**config.mk**
```make
export PLATFORM = sky130hd
export DESIGN_NAME = csi2_frame_arbiter_flat
export DESIGN_NICKNAME = d
export VERILOG_FILES = /design/src/rtl/csi2_frame_arbiter_if.sv /design/src/rtl/csi2_frame_arbiter.sv /design/src/flat_wrapper.sv
export SDC_FILE = /design/constraint.sdc
export NUM_CORES = 1
export LEC_CHECK = 0
export CORE_ASPECT_RATIO = 0.9
export CORE_UTILIZATION = 47
export CTS_CLUSTER_DIAMETER = 200
export DETAILED_ROUTE_END_ITERATION = 10
export HOLD_SLACK_MARGIN = 0.02
export PLACE_DENSITY = 0.81
export RECOVER_POWER = 100
export SKIP_CTS_REPAIR_TIMING = 1
export SLEW_MARGIN = 20
export SYNTH_ARGS = -nofsm -noshare
export SYNTH_HDL_FRONTEND = slang
export SYNTH_SLANG_ARGS = --single-unit
```
**constraint.sdc**
```tcl
create_clock -name clk -period 2.3 [get_ports clk]
set_input_delay 0.46 -clock clk [delete_from_list [all_inputs] [get_ports clk]]
set_output_delay 0.46 -clock clk [all_outputs]
set_load 0.005 [all_outputs]
```
**src/rtl/csi2_frame_arbiter_if.sv**
```systemverilog
// Purpose: single AXI-stream byte link carrying CSI-2 frames (tuser = frame start, tlast = frame end).
// Latency: none, wires only.
// Backpressure: standard valid/ready. The master holds its beat until tready.
// Ports: tvalid, tready, tdata[7:0], tlast, tuser; modport master drives the beat, modport slave drives tready.
interface csi2_frame_arbiter_if;
    logic       tvalid;
    logic       tready;
    logic [7:0] tdata;
    logic       tlast;
    logic       tuser;

    modport master (output tvalid, tdata, tlast, tuser, input tready);
    modport slave  (input tvalid, tdata, tlast, tuser, output tready);
endinterface

```
**src/rtl/csi2_frame_arbiter.sv**
```systemverilog
// Purpose: frame-granular round-robin arbiter merging two CSI-2 byte streams into one.
// Latency: grant is registered one cycle after selection; granted beats then pass through combinationally.
// Backpressure: granted requester sees m_axis.tready directly; the other requester is held (tready=0).
// Ports: clk, rst_n (sync, active-low); s0_axis/s1_axis requester streams (slave); m_axis arbitrated
//        stream (master); cfg_enable, err_clr controls; busy, active_src, err_len, err_sync,
//        frame_cnt0/frame_cnt1 status.
module csi2_frame_arbiter #(
    parameter int FRAME_BYTES = 8192,
    parameter int GAP_CYCLES  = 16
) (
    input  logic                        clk,
    input  logic                        rst_n,
    csi2_frame_arbiter_if.slave         s0_axis,
    csi2_frame_arbiter_if.slave         s1_axis,
    csi2_frame_arbiter_if.master        m_axis,
    input  logic                        cfg_enable,
    input  logic                        err_clr,
    output logic                        busy,
    output logic                        active_src,
    output logic                        err_len,
    output logic                        err_sync,
    output logic [15:0]                 frame_cnt0,
    output logic [15:0]                 frame_cnt1
);
    typedef enum logic [1:0] {
        IDLE  = 2'd0,
        GRANT = 2'd1,
        GAP   = 2'd2
    } state_t;

    localparam logic [14:0] FRAME_LEN = 15'(FRAME_BYTES);
    localparam logic [15:0] GAP_LOAD  = 16'(GAP_CYCLES);

    state_t      state;
    logic        live;         // low for the first cycle after reset: no handshakes yet
    logic        granted_any;  // no grant since reset -> contention resolves to s0
    logic [13:0] beat_cnt;
    logic [15:0] gap_cnt;

    logic out_en;
    logic in_idle;
    logic in_grant;
    logic cand0;
    logic cand1;
    logic pick;
    logic acc;
    logic discard;
    logic len_evt;
    logic sync_evt;

    // rst_n gates combinationally so nothing handshakes while reset is held,
    // even before the first edge has initialised the state register.
    assign out_en   = rst_n & live;
    assign in_idle  = out_en & (state == IDLE);
    assign in_grant = out_en & (state == GRANT);

    assign cand0 = s0_axis.tvalid & s0_axis.tuser;
    assign cand1 = s1_axis.tvalid & s1_axis.tuser;
    assign pick  = (cand0 & cand1) ? (granted_any ? ~active_src : 1'b0) : cand1;

    // Zero-latency passthrough of the granted requester.
    assign m_axis.tvalid = in_grant & (active_src ? s1_axis.tvalid : s0_axis.tvalid);
    assign m_axis.tdata  = active_src ? s1_axis.tdata : s0_axis.tdata;
    assign m_axis.tlast  = in_grant & (active_src ? s1_axis.tlast : s0_axis.tlast);
    assign m_axis.tuser  = in_grant & (active_src ? s1_axis.tuser : s0_axis.tuser);

    // In IDLE, beats without a frame-start marker are swallowed so a requester
    // that lost sync cannot wedge the arbiter; frame heads wait for a grant.
    assign s0_axis.tready = in_grant ? (~active_src & m_axis.tready)
                                     : (in_idle & s0_axis.tvalid & ~s0_axis.tuser);
    assign s1_axis.tready = in_grant ? (active_src & m_axis.tready)
                                     : (in_idle & s1_axis.tvalid & ~s1_axis.tuser);

    assign acc     = m_axis.tvalid & m_axis.tready;
    assign discard = in_idle & ((s0_axis.tvalid & ~s0_axis.tuser) |
                                (s1_axis.tvalid & ~s1_axis.tuser));

    // Saturated count plus one never equals a legal length, so runaway frames still flag.
    assign len_evt  = acc & m_axis.tlast & (({1'b0, beat_cnt} + 15'd1) != FRAME_LEN);
    assign sync_evt = discard | (acc & m_axis.tuser & (beat_cnt != 14'd0));

    always_ff @(posedge clk) begin
        if (!rst_n) begin
            state       <= IDLE;
            live        <= 1'b0;
            granted_any <= 1'b0;
            active_src  <= 1'b0;
            busy        <= 1'b0;
            beat_cnt    <= 14'd0;
            gap_cnt     <= 16'd0;
            err_len     <= 1'b0;
            err_sync    <= 1'b0;
            frame_cnt0  <= 16'd0;
            frame_cnt1  <= 16'd0;
        end else begin
            live <= 1'b1;
            case (state)
                IDLE: begin
                    if (in_idle && cfg_enable && (cand0 || cand1)) begin
                        state       <= GRANT;
                        busy        <= 1'b1;
                        active_src  <= pick;
                        granted_any <= 1'b1;
                        beat_cnt    <= 14'd0;
                    end
                end
                GRANT: begin
                    if (acc) begin
                        if (beat_cnt != 14'h3fff) begin
                            beat_cnt <= beat_cnt + 14'd1;
                        end
                        if (m_axis.tlast) begin
                            if (active_src) begin
                                frame_cnt1 <= frame_cnt1 + 16'd1;
                            end else begin
                                frame_cnt0 <= frame_cnt0 + 16'd1;
                            end
                            if (GAP_CYCLES > 0) begin
                                state   <= GAP;
                                gap_cnt <= GAP_LOAD;
                            end else begin
                                state <= IDLE;
                                busy  <= 1'b0;
                            end
                        end
                    end
                end
                GAP: begin
                    if (gap_cnt == 16'd1) begin
                        state <= IDLE;
                        busy  <= 1'b0;
                    end else begin
                        gap_cnt <= gap_cnt - 16'd1;
                    end
                end
                default: begin
                    state <= IDLE;
                    busy  <= 1'b0;
                end
            endcase
            // A new error in the clearing cycle keeps the flag set.
            err_len  <= len_evt  | (err_len  & ~err_clr);
            err_sync <= sync_evt | (err_sync & ~err_clr);
        end
    end
endmodule

```
**src/flat_wrapper.sv**
```systemverilog
// flat-port wrapper written by rule: the top's interface ports become plain ports
module csi2_frame_arbiter_flat 
#(
    parameter int FRAME_BYTES = 8192,
    parameter int GAP_CYCLES  = 16
)
  (clk, rst_n, cfg_enable, err_clr, busy, active_src, err_len, err_sync, frame_cnt0, frame_cnt1, s0_axis_tvalid, s0_axis_tdata, s0_axis_tlast, s0_axis_tuser, s0_axis_tready, s1_axis_tvalid, s1_axis_tdata, s1_axis_tlast, s1_axis_tuser, s1_axis_tready, m_axis_tvalid, m_axis_tdata, m_axis_tlast, m_axis_tuser, m_axis_tready);
  csi2_frame_arbiter_if s0_axis_i ();
  csi2_frame_arbiter_if s1_axis_i ();
  csi2_frame_arbiter_if m_axis_i ();
  input  logic clk;
  input  logic rst_n;
  input  logic cfg_enable;
  input  logic err_clr;
  output logic busy;
  output logic active_src;
  output logic err_len;
  output logic err_sync;
  output logic [15:0] frame_cnt0;
  output logic [15:0] frame_cnt1;
  input wire logic [$bits(s0_axis_i.tvalid)-1:0] s0_axis_tvalid;
  input wire logic [$bits(s0_axis_i.tdata)-1:0] s0_axis_tdata;
  input wire logic [$bits(s0_axis_i.tlast)-1:0] s0_axis_tlast;
  input wire logic [$bits(s0_axis_i.tuser)-1:0] s0_axis_tuser;
  output wire logic [$bits(s0_axis_i.tready)-1:0] s0_axis_tready;
  input wire logic [$bits(s1_axis_i.tvalid)-1:0] s1_axis_tvalid;
  input wire logic [$bits(s1_axis_i.tdata)-1:0] s1_axis_tdata;
  input wire logic [$bits(s1_axis_i.tlast)-1:0] s1_axis_tlast;
  input wire logic [$bits(s1_axis_i.tuser)-1:0] s1_axis_tuser;
  output wire logic [$bits(s1_axis_i.tready)-1:0] s1_axis_tready;
  output wire logic [$bits(m_axis_i.tvalid)-1:0] m_axis_tvalid;
  output wire logic [$bits(m_axis_i.tdata)-1:0] m_axis_tdata;
  output wire logic [$bits(m_axis_i.tlast)-1:0] m_axis_tlast;
  output wire logic [$bits(m_axis_i.tuser)-1:0] m_axis_tuser;
  input wire logic [$bits(m_axis_i.tready)-1:0] m_axis_tready;
  assign s0_axis_i.tvalid = s0_axis_tvalid;
  assign s0_axis_i.tdata = s0_axis_tdata;
  assign s0_axis_i.tlast = s0_axis_tlast;
  assign s0_axis_i.tuser = s0_axis_tuser;
  assign s0_axis_tready = s0_axis_i.tready;
  assign s1_axis_i.tvalid = s1_axis_tvalid;
  assign s1_axis_i.tdata = s1_axis_tdata;
  assign s1_axis_i.tlast = s1_axis_tlast;
  assign s1_axis_i.tuser = s1_axis_tuser;
  assign s1_axis_tready = s1_axis_i.tready;
  assign m_axis_tvalid = m_axis_i.tvalid;
  assign m_axis_tdata = m_axis_i.tdata;
  assign m_axis_tlast = m_axis_i.tlast;
  assign m_axis_tuser = m_axis_i.tuser;
  assign m_axis_i.tready = m_axis_tready;
  csi2_frame_arbiter #(.FRAME_BYTES(FRAME_BYTES), .GAP_CYCLES(GAP_CYCLES)) u_core (.clk(clk), .rst_n(rst_n), .s0_axis(s0_axis_i), .s1_axis(s1_axis_i), .m_axis(m_axis_i), .cfg_enable(cfg_enable), .err_clr(err_clr), .busy(busy), .active_src(active_src), .err_len(err_len), .err_sync(err_sync), .frame_cnt0(frame_cnt0), .frame_cnt1(frame_cnt1));
endmodule
```
**After elaboration in Yosys (flattened, before gate mapping)**

Cells that the tools add are included.
Widths: inputs -> output; s select.

- Register bits: 70
- Output and inout bits: 49
- Word-level logic and storage cells: 100

- Add/subtract/negate cells: 5
- Eq/ne operators: 11
- Multiplexer cells: 25
- Bitwise logic cells: 34
- Reductions and logical operators: 14

Operators by type and width:

| cell | count |
|---|---|
| $mux 16 | 3 |
| $mux 14 | 3 |
| $add 16x1->16 const B | 2 |
| $pmux 16 s2 | 1 |
| $pmux 14 s2 | 1 |
| $and 1x1->1 | 25 |
| $reduce_and 4->1 | 5 |
| $eq 16x1->1 const B | 1 |
| $sub 16x1->16 const B | 1 |
| $add 14x1->15 const B | 1 |
| $ne 15x14->1 const B | 1 |
| $add 14x1->14 const B | 1 |
| $ne 14x14->1 const B | 1 |
| $reduce_bool 14->1 | 1 |
| $mux 1 | 10 |
| $mux 2 | 4 |
| $mux 8 | 1 |
| $ne 2x1->1 const B | 3 |
| $ne 2x2->1 const B | 3 |
| $pmux 2 s3 | 1 |
| $not 1->1 | 5 |
| $or 1x1->1 | 4 |
| $reduce_bool 2->1 | 2 |
| $pmux 1 s3 | 1 |
| other kinds (7) | 8 |

**Longest topological paths before layout**

Gate-level depths: netlist of run 1.

- Word-level depth: 8
- Depth in mapped cells: 9

**Least setup slack after synthesis of run 1**

Ideal clock, no wire load.

- Path kind: register -> register
- Start point: register u_core.gap_cnt[5]
- End point: register u_core.gap_cnt[15]
- Arrival time: 2.043 ns
- Setup slack: 0.186 ns
- Cell stages (with the launch flop): 6
- Buffers on the path: 1
- Clock period less this slack: 2.114 ns
- Cells stage by stage: dfxtp_1 -> or4_4 -> or4_1 -> buf_2 -> or4_1 -> a21oi_1

- Cells in the longest elaborated chain, start to end: 3
- Elaborated cells between the ends (all ways): 6
- Classes of those cells: 1 x add/sub; 2 x eq/ne; 2 x mux; 1 x reduce/logical

Ends and longest elaborated chain:

| element | RTL line | RTL |
|---|---|---|
| start: declaration | csi2_frame_arbiter.sv:38 | `logic [15:0] gap_cnt;` |
| start signal: assignment | csi2_frame_arbiter.sv:133 | `gap_cnt <= gap_cnt - 16'd1;` |
| $sub 16x1->16 or $eq 16x1->1 (tied branches) | csi2_frame_arbiter.sv:133, csi2_frame_arbiter.sv:129 |  |
| $mux 16 or $ne 2x2->1 (tied branches) | n/a |  |
| $pmux 16 s2 or $reduce_and 4->1 (tied branches) | n/a |  |

Parallel ways exist; a longest one is shown, timed or not. The select of a mux whose other input is x is not followed.
A chain may end at the register's enable or synchronous reset.

**Final worst setup path of run 1**

- Start point: input s1_axis_tlast
- End point: output m_axis_tlast

- Cells in the longest elaborated chain, start to end: 2

Ends and longest elaborated chain:

| element | RTL line | RTL |
|---|---|---|
| start: declaration | flat_wrapper.sv:28 | `input wire logic [$bits(s1_axis_i.tlast)-1:0] s1_axis_tlast;` |
| $mux 1 | csi2_frame_arbiter.sv:64 | `assign m_axis.tlast = in_grant & (active_src ? s1_axis.tlast : s0_axis.tlast);` |
| $and 1x1->1 | csi2_frame_arbiter.sv:64 |  |
| end: declaration | flat_wrapper.sv:33 | `output wire logic [$bits(m_axis_i.tlast)-1:0] m_axis_tlast;` |

Every way passes these cells.

==> results of run 1 <==
-- logic make-up after synthesis --
| group | after synthesis | share of synthesized area |
|---|---|---|
| flip-flops | 70 | 0.372 |
| buffers and inverters | 38 | 0.0388 |
| multiplexers | 16 | 0.0458 |
| AO/OA/AOI/OAI | 94 | 0.159 |
| XOR/XNOR | 26 | 0.0604 |
| AND/OR/NAND/NOR | 215 | 0.300 |
| adder cells (fa/ha/maj) | 7 | 0.0232 |
-- Yosys cell counts, types with 2 or more instances --
library cell   n
o21ai_1        2
buf_2          3
a211o_1        2
nand2_1       36
a211oi_1       3
ha_1           7
or2_2          5
o21ai_0       20
or3_1         10
nor2b_1        4
a311oi_1       3
and3_1        11
or4_1          6
nand3_1       22
nor4_1         7
nand4_1       15
mux2i_1        6
a221oi_1       2
and4_1         9
clkbuf_1      18
a31oi_1        5
a21oi_1       36
inv_1         15
xor2_1        13
mux2_2        10
dfxtp_1       70
and2_1         7
nand2b_1       9
o22ai_1        2
nor3_1        19
o211ai_1       3
nand3b_1       3
o31ai_1        6
xnor2_1       13
nor2_1        48
-- final cells by class --
| type | instances | area (um2) | area share |
|---|---|---|---|
| multi-input combinational | 358 | 2240 | 0.438 |
| sequential | 70 | 1410 | 0.275 |
| timing repair buffer | 119 | 1070 | 0.210 |
| clock buffer | 10 | 138 | 0.0270 |
| tap | 96 | 120 | 0.0235 |
| clock inverter | 6 | 70.1 | 0.0137 |
| inverter | 16 | 60.1 | 0.0118 |
-- registers in the layout, summed over array words and instances (netlist names) --
register            flops
u_core.live             1
u_core.err_sync         1
u_core.frame_cnt0      16
u_core.gap_cnt         16
u_core.frame_cnt1      16
u_core.beat_cnt        14
u_core.err_len          1
u_core.busy             1
u_core.active_src       1
u_core.state            2
u_core.granted_any      1
-- power breakdown --
part / switching [W] / total [W] / leakage (nW) / internal, W
clock network: 0.000503 / 0.00104 / 0.0951 / 0.000535
logic: 0.0000743 / 0.000172 / 1.39 / 0.0000976
registers: 0.00000487 / 0.00122 / 0.565 / 0.00121
-- how the worst min path moves through the flow --
stage | from | to | slack, ps | depth (start not counted)
finish | u_core.gap_cnt[14]$_SDFFE_PN0P_ | u_core.gap_cnt[14]$_SDFFE_PN0P_ | 470 | 2
global route | u_core.gap_cnt[15]$_SDFFE_PN0P_ | u_core.gap_cnt[15]$_SDFFE_PN0P_ | 510 | 2
CTS | u_core.gap_cnt[14]$_SDFFE_PN0P_ | u_core.gap_cnt[14]$_SDFFE_PN0P_ | 480 | 2
detailed placement | u_core.gap_cnt[14]$_SDFFE_PN0P_ | u_core.gap_cnt[14]$_SDFFE_PN0P_ | 470 | 2
global placement | u_core.gap_cnt[14]$_SDFFE_PN0P_ | u_core.gap_cnt[14]$_SDFFE_PN0P_ | 460 | 2
floorplan | u_core.granted_any$_SDFFE_PN0P_ | u_core.granted_any$_SDFFE_PN0P_ | 440 | 2
-- stage by stage --
stage	std cells	instance area, um2	setup TNS (ps)
finish	675	5100	0
global placement	659	4900	-2190
detailed placement	659	4900	-4050
global route	675	5100	-10.7
CTS	675	5100	-1880
floorplan	466	3770	0
-- metal layers --
metal	track usage	routed length (um)	vias to the layer above
li1	-	-	1906
met1	0.326	4650	1835
met2	0.417	4900	178
met3	0.0672	718	11
met4	0.0628	127	0
met5	0	0	-
-- critical path, stage by stage --
cell and delay (ps):
clkdlybuf4s50_1 460, and2_4 150, a21oi_1 60, nor2_1 150, clkdlybuf4s50_1 520
==> run summary, run 1 <==
For this run, the number of Yosys warnings is 0. The count of filler cells inserted in the layout is 622. Dividing the final minimum period by the clock period gives 0.987.

The global-route usage over all layers came out at 0.252. Along the worst path, the maximum fanout reaches 2. For this run, the register share of the synthesized area comes to 0.372.

The number of violations of the max-capacitance limit is 0. In this run the power density over the cells is 476 nW/um2. After synthesis, the share of flip-flops with an asynchronous set or reset is 0. The total CTS buffers is 9. The post-synthesis net count is 500.

The first-pass iteration count of the detailed router is 5. The number of antenna violations at the first check in global routing came out at 0. The end of the worst register-to-register path is u_core.frame_cnt1[11]$_SDFFE_PN0P_.

Counting every sink on the clock net gives 70. The static leakage power is ~2.1 nW. After detailed routing, the average wire length per cell comes to 15.4 um. Across the routed clock network, the largest skew measured is 8.23 ps. Entering global routing, the biggest net connects 25 pins. The worst setup path is of the primary input to output pin kind. The tightest slew margin relative to the limit came out at 0.708.

Across all layers, the routed design uses 3930 vias. The worst slack at placement is -370 ps. The core region area is approximately 7700 um2. The number of unique standard cell types used by synthesis is slightly above 50. Hold timing on the final database bottoms out at a slack of 475 ps. The actual slew at the worst max-slew pin came out at around 430 ps. The count of endpoints failing hold in the final timing report came out at 0. The count of unresolved DRC violations after routing is 0. The startpoint type of the worst setup path is a primary input. For this configuration, the core starts out at a cell density of 0.492.

The number of rows in the core area came out at 30. Leaving out fill and tap cells, the most frequent cells in the layout are 68 x dfxtp_1, 47 x nor2_1, 36 x a21oi_1, 36 x nand2_1, 36 x dlygate4sd3_1. The number of flops mapped to enable cells by yosys is 0. After synthesis the cells add up to 3770 um2. Clock-pin slew was measured on the worst setup and hold paths at around 70 ps.

Tracing the worst setup path back leads to its startpoint at s1_axis_tlast. The final layout contains routed wiring with a total length of 10400 um. The area of the die came out at 8380 um2. The share of post-route cells with drive strength above 1 is 0.138. The HPWL reported at the end of detailed placement is 7530 um. The most common cell after layout, fill and taps aside is dfxtp_1. The count of input and output buffers is 75. STA classifies the critical path endpoint as an output pin. The average instance in the mapped netlist occupies 8.09 um2. The setup slack of the worst register-to-register path is 130 ps. Of all cell types, the one taking the most synthesized area is dfxtp_1. For the finished layout, the period the worst path requires is 2270 ps. Power comes to 0.00243 W. VDD sags by at most between 0.0002 and 0.0003 V.

The most frequently used flop master after synthesis is dfxtp_1. The depth of the most critical reg-to-reg path is 7. The initial DRC count is 320.

Global routing finished with a remaining overflow of 0. The highest clock rate came out at ~440 MHz. The share of the core filled with cells in the final layout is 0.667. The height of the die is 87.0 um. In the synthesized netlist, the number of instances is 466.

The proportion of netlist area held by the largest area contributor is 0.372. The mean number of vias per cell is between 5 and 6. The post-route antenna net violation count is 0. The final weighted congestion in routability-driven placement came out at 0.896. The clock insertion delay at the later pin of the skew report came out at 350 ps.

The slack of the critical path came out at ~30 ps. The longest clock path from root to sink contains 2 buffers. The run finished with clean final reports. The first global-routing pass estimated 16600 um of wire. In this run the number of H-tree levels came out at 3.

The worst setup path endpoint is m_axis_tlast. Data arrives at the worst endpoint at 1810 ps. The synthesized design contains 70 register bits. The count of pins over their slew limit came out at 0. The die width came out at 96.4 um. The signed area change from the synthesized netlist to the final layout is 35.5%. The startpoint identified for the worst register-to-register timing path is u_core.state[1]$_SDFFE_PN0P_. The required time of the critical path is 1840 ps.

The final-stage net count is between 600 and 700. The count of boundary I/O pins came out at 76. The class of the worst hold path is flip-flop to flip-flop. The antenna cell count came out at 0.

Ranked by total cell area, the synthesized netlist is headed by dfxtp_1 37%, a21oi_1 4.8%, nor2_1 4.8%, nand2_1 3.6%, xnor2_1 3.0%. The total of endpoints with negative setup slack in the final report came out at 0. CTS placed an instance of clkbuf_8 at the clock tree root.

The CTS tree is built. The via count of the first global-routing pass came to 3614.
Power figures use the tool's default switching activity.
==> run 2, diff against run 1 <==
- CORE_MARGIN: unset -> 2
==> run summary, run 2 (synthesis results as in run 1) <==
The run finished with clean final reports. The maximum number of pins on one net before global-route repair is 17 (-32%). The register area is 1410 um2 (about the same). The height of the die was 89.0 um (+2.3%). The core region area is 7660 um2 (unchanged).

The post-route antenna net violation count is 0 (unchanged). The wire length after detailed routing came out at 10500 um (+1.1%). The count of boundary I/O pins came out at 76 (unchanged). The final weighted congestion in routability-driven placement was 0.959 (+7.0%). The CTS tree is built. The element type at the critical path end is an output pin. The via count of the first global-routing pass was 3717 (+2.9%). The static leakage power is 2.02 nW (-1.7%). The global-route usage over all layers is 0.244 (-0.00782). The mean number of vias per cell is 5.82 (about the same). The final-stage net count is 607 (-0.16%). The total negative slack for setup checks is 0 ps (unchanged). The area of the die is 8750 um2 (+4.4%).

The clock edge transition at the registers on the reported setup and hold paths is 70 ps (about the same). STA classifies the critical path startpoint as a primary input. The most common cell after layout, fill and taps aside is dfxtp_1. The number of H-tree levels is 3 (unchanged).

Setup repair after global routing could not meet its margin everywhere. The routed length per instance is 15.6 um (+1.2%). The number of clock sinks is 70 (unchanged). The HPWL reported at the end of detailed placement is 7840 um (+4.2%).

The min-delay analysis places its worst path in the category flip-flop to flip-flop. The total CTS buffers is 9 (unchanged). The library cells used most frequently in the layout, excluding fill and tap cells, are 67 x dfxtp_1, 48 x nor2_1, 36 x a21oi_1, 36 x nand2_1. The count of filler cells inserted in the layout is 655 (+5.3%). The total congestion overflow is 0 (unchanged). The post-route minimum period came out at 2290 ps (+18.4 ps).

The largest vdd supply drop is 0.000238 V (-15%). The number of antenna violations at the first check in global routing was 0 (unchanged). The worst endpoint data arrival time came out at 1830 ps (+20 ps).

The required time of the critical path came to 1840 ps (about the same). The initial DRC count came out at 212 (-34%). The highest clock rate is 437 MHz (-0.80%). The global-route wire length before repair is 17300 um (+4.5%). The final period utilization came out at 0.995 (+0.00800).

The power density normalized to cell area is 450 nW/um2 (-5.5%). The detailed-route via count came out at 3926 (-0.10%). The signed area change from the synthesized netlist to the final layout came out at 33.1%. The share of post-route cells with drive strength above 1 is 0.119 (-0.0188).

The die width came out at 98.4 um (+2.1%). The buffer levels on the longest clock path came out at 2 (unchanged). The count of unresolved DRC violations after routing is 0 (unchanged). The number of violations of the max-capacitance limit came out at 0 (unchanged). The share of the core filled with cells in the final layout is 0.655 (-0.0118). The actual slew at the worst max-slew pin is 550 ps (+115 ps). The tightest slew margin relative to the limit is 0.634 (-0.0744).

The overall power after layout was 0.00226 W (-7.2%). The antenna cell count is 0 (unchanged). The area of the multi-input gates is 2220 um2 (-0.95%). The total of endpoints with negative setup slack in the final report came out at 0 (unchanged). The number of rows in the core area is 30 (unchanged). The largest registers in the layout are u_core.frame_cnt0: 16 flops, u_core.frame_cnt1: 16 flops, u_core.gap_cnt: 16 flops.

The largest fanout of any net on the critical path came out at 4 (+2). The starting density of the core came out at 0.492 (unchanged). CTS placed an instance of clkbuf_8 at the clock tree root. The count of input and output buffers came out at 75 (unchanged). The critical path is of the primary input to output pin type. The count of endpoints failing hold in the final timing report came to 0 (unchanged). The clock skew came out at 7.04 ps (-1.18 ps). The first-pass iteration count of the detailed router is 5 (unchanged). The clock insertion delay at the later pin of the skew report came out at 350 ps (about the same).

The count of pins over their slew limit came out at 0 (unchanged).
-- run 2: cell type report --
cell class | instances | area share
Clock inverter | 3 | 0.00424
Clock buffer | 13 | 0.0277
Sequential cell | 70 | 0.280
Tap cell | 96 | 0.0240
Inverter | 16 | 0.0120
Multi-Input combinational cell | 358 | 0.442
Timing Repair Buffer | 118 | 0.210
-- run 2: power breakdown --
part	internal (W)	total, W	switching (W)
sequential	0.00122	0.00122	0.00000460
clock	0.000394	0.000863	0.000470
combinational	0.0000971	0.000172	0.0000749
total	0.00171	0.00226	0.000549
-- run 2: worst paths after layout --
check | depth (start not counted) | slack [ps] | from | endpoint
setup reg to reg | 5 | 140 | u_core.gap_cnt[8]$_SDFFE_PN0P_ | u_core.gap_cnt[11]$_SDFFE_PN0P_
setup / recovery | 4 | 10 | s0_axis_tvalid | m_axis_tvalid
hold / removal | 2 | 490 | u_core.gap_cnt[15]$_SDFFE_PN0P_ | u_core.gap_cnt[15]$_SDFFE_PN0P_
hold reg to reg | 2 | 490 | u_core.gap_cnt[15]$_SDFFE_PN0P_ | u_core.gap_cnt[15]$_SDFFE_PN0P_
-- run 2: worst max-delay path: stages --
cell and delay, ps:
clkdlybuf4s50_1 420, mux2_2 320, and2_1 180, clkdlybuf4s50_1 440
-- run 2: routing by layer --
metal  vias to the layer above  GRT usage  wire [um]
met4                         0     0.0772        188
li1                       1909          -          -
met5                         -          0          0
met3                        21     0.0704        689
met1                      1849      0.303       4600
met2                       147      0.417       5030
-- run 2: stage by stage --
stage | cells | hold WS, ps | setup WS [ps] | area [um2]
floorplan | 466 | 441 | 186 | 3770
global placement | 657 | 456 | -343 | 4880
detailed placement | 657 | 468 | -373 | 4880
CTS | 673 | 488 | -395 | 5040
global route | 674 | 508 | -35.5 | 5010
finish | 674 | 486 | 11.7 | 5010
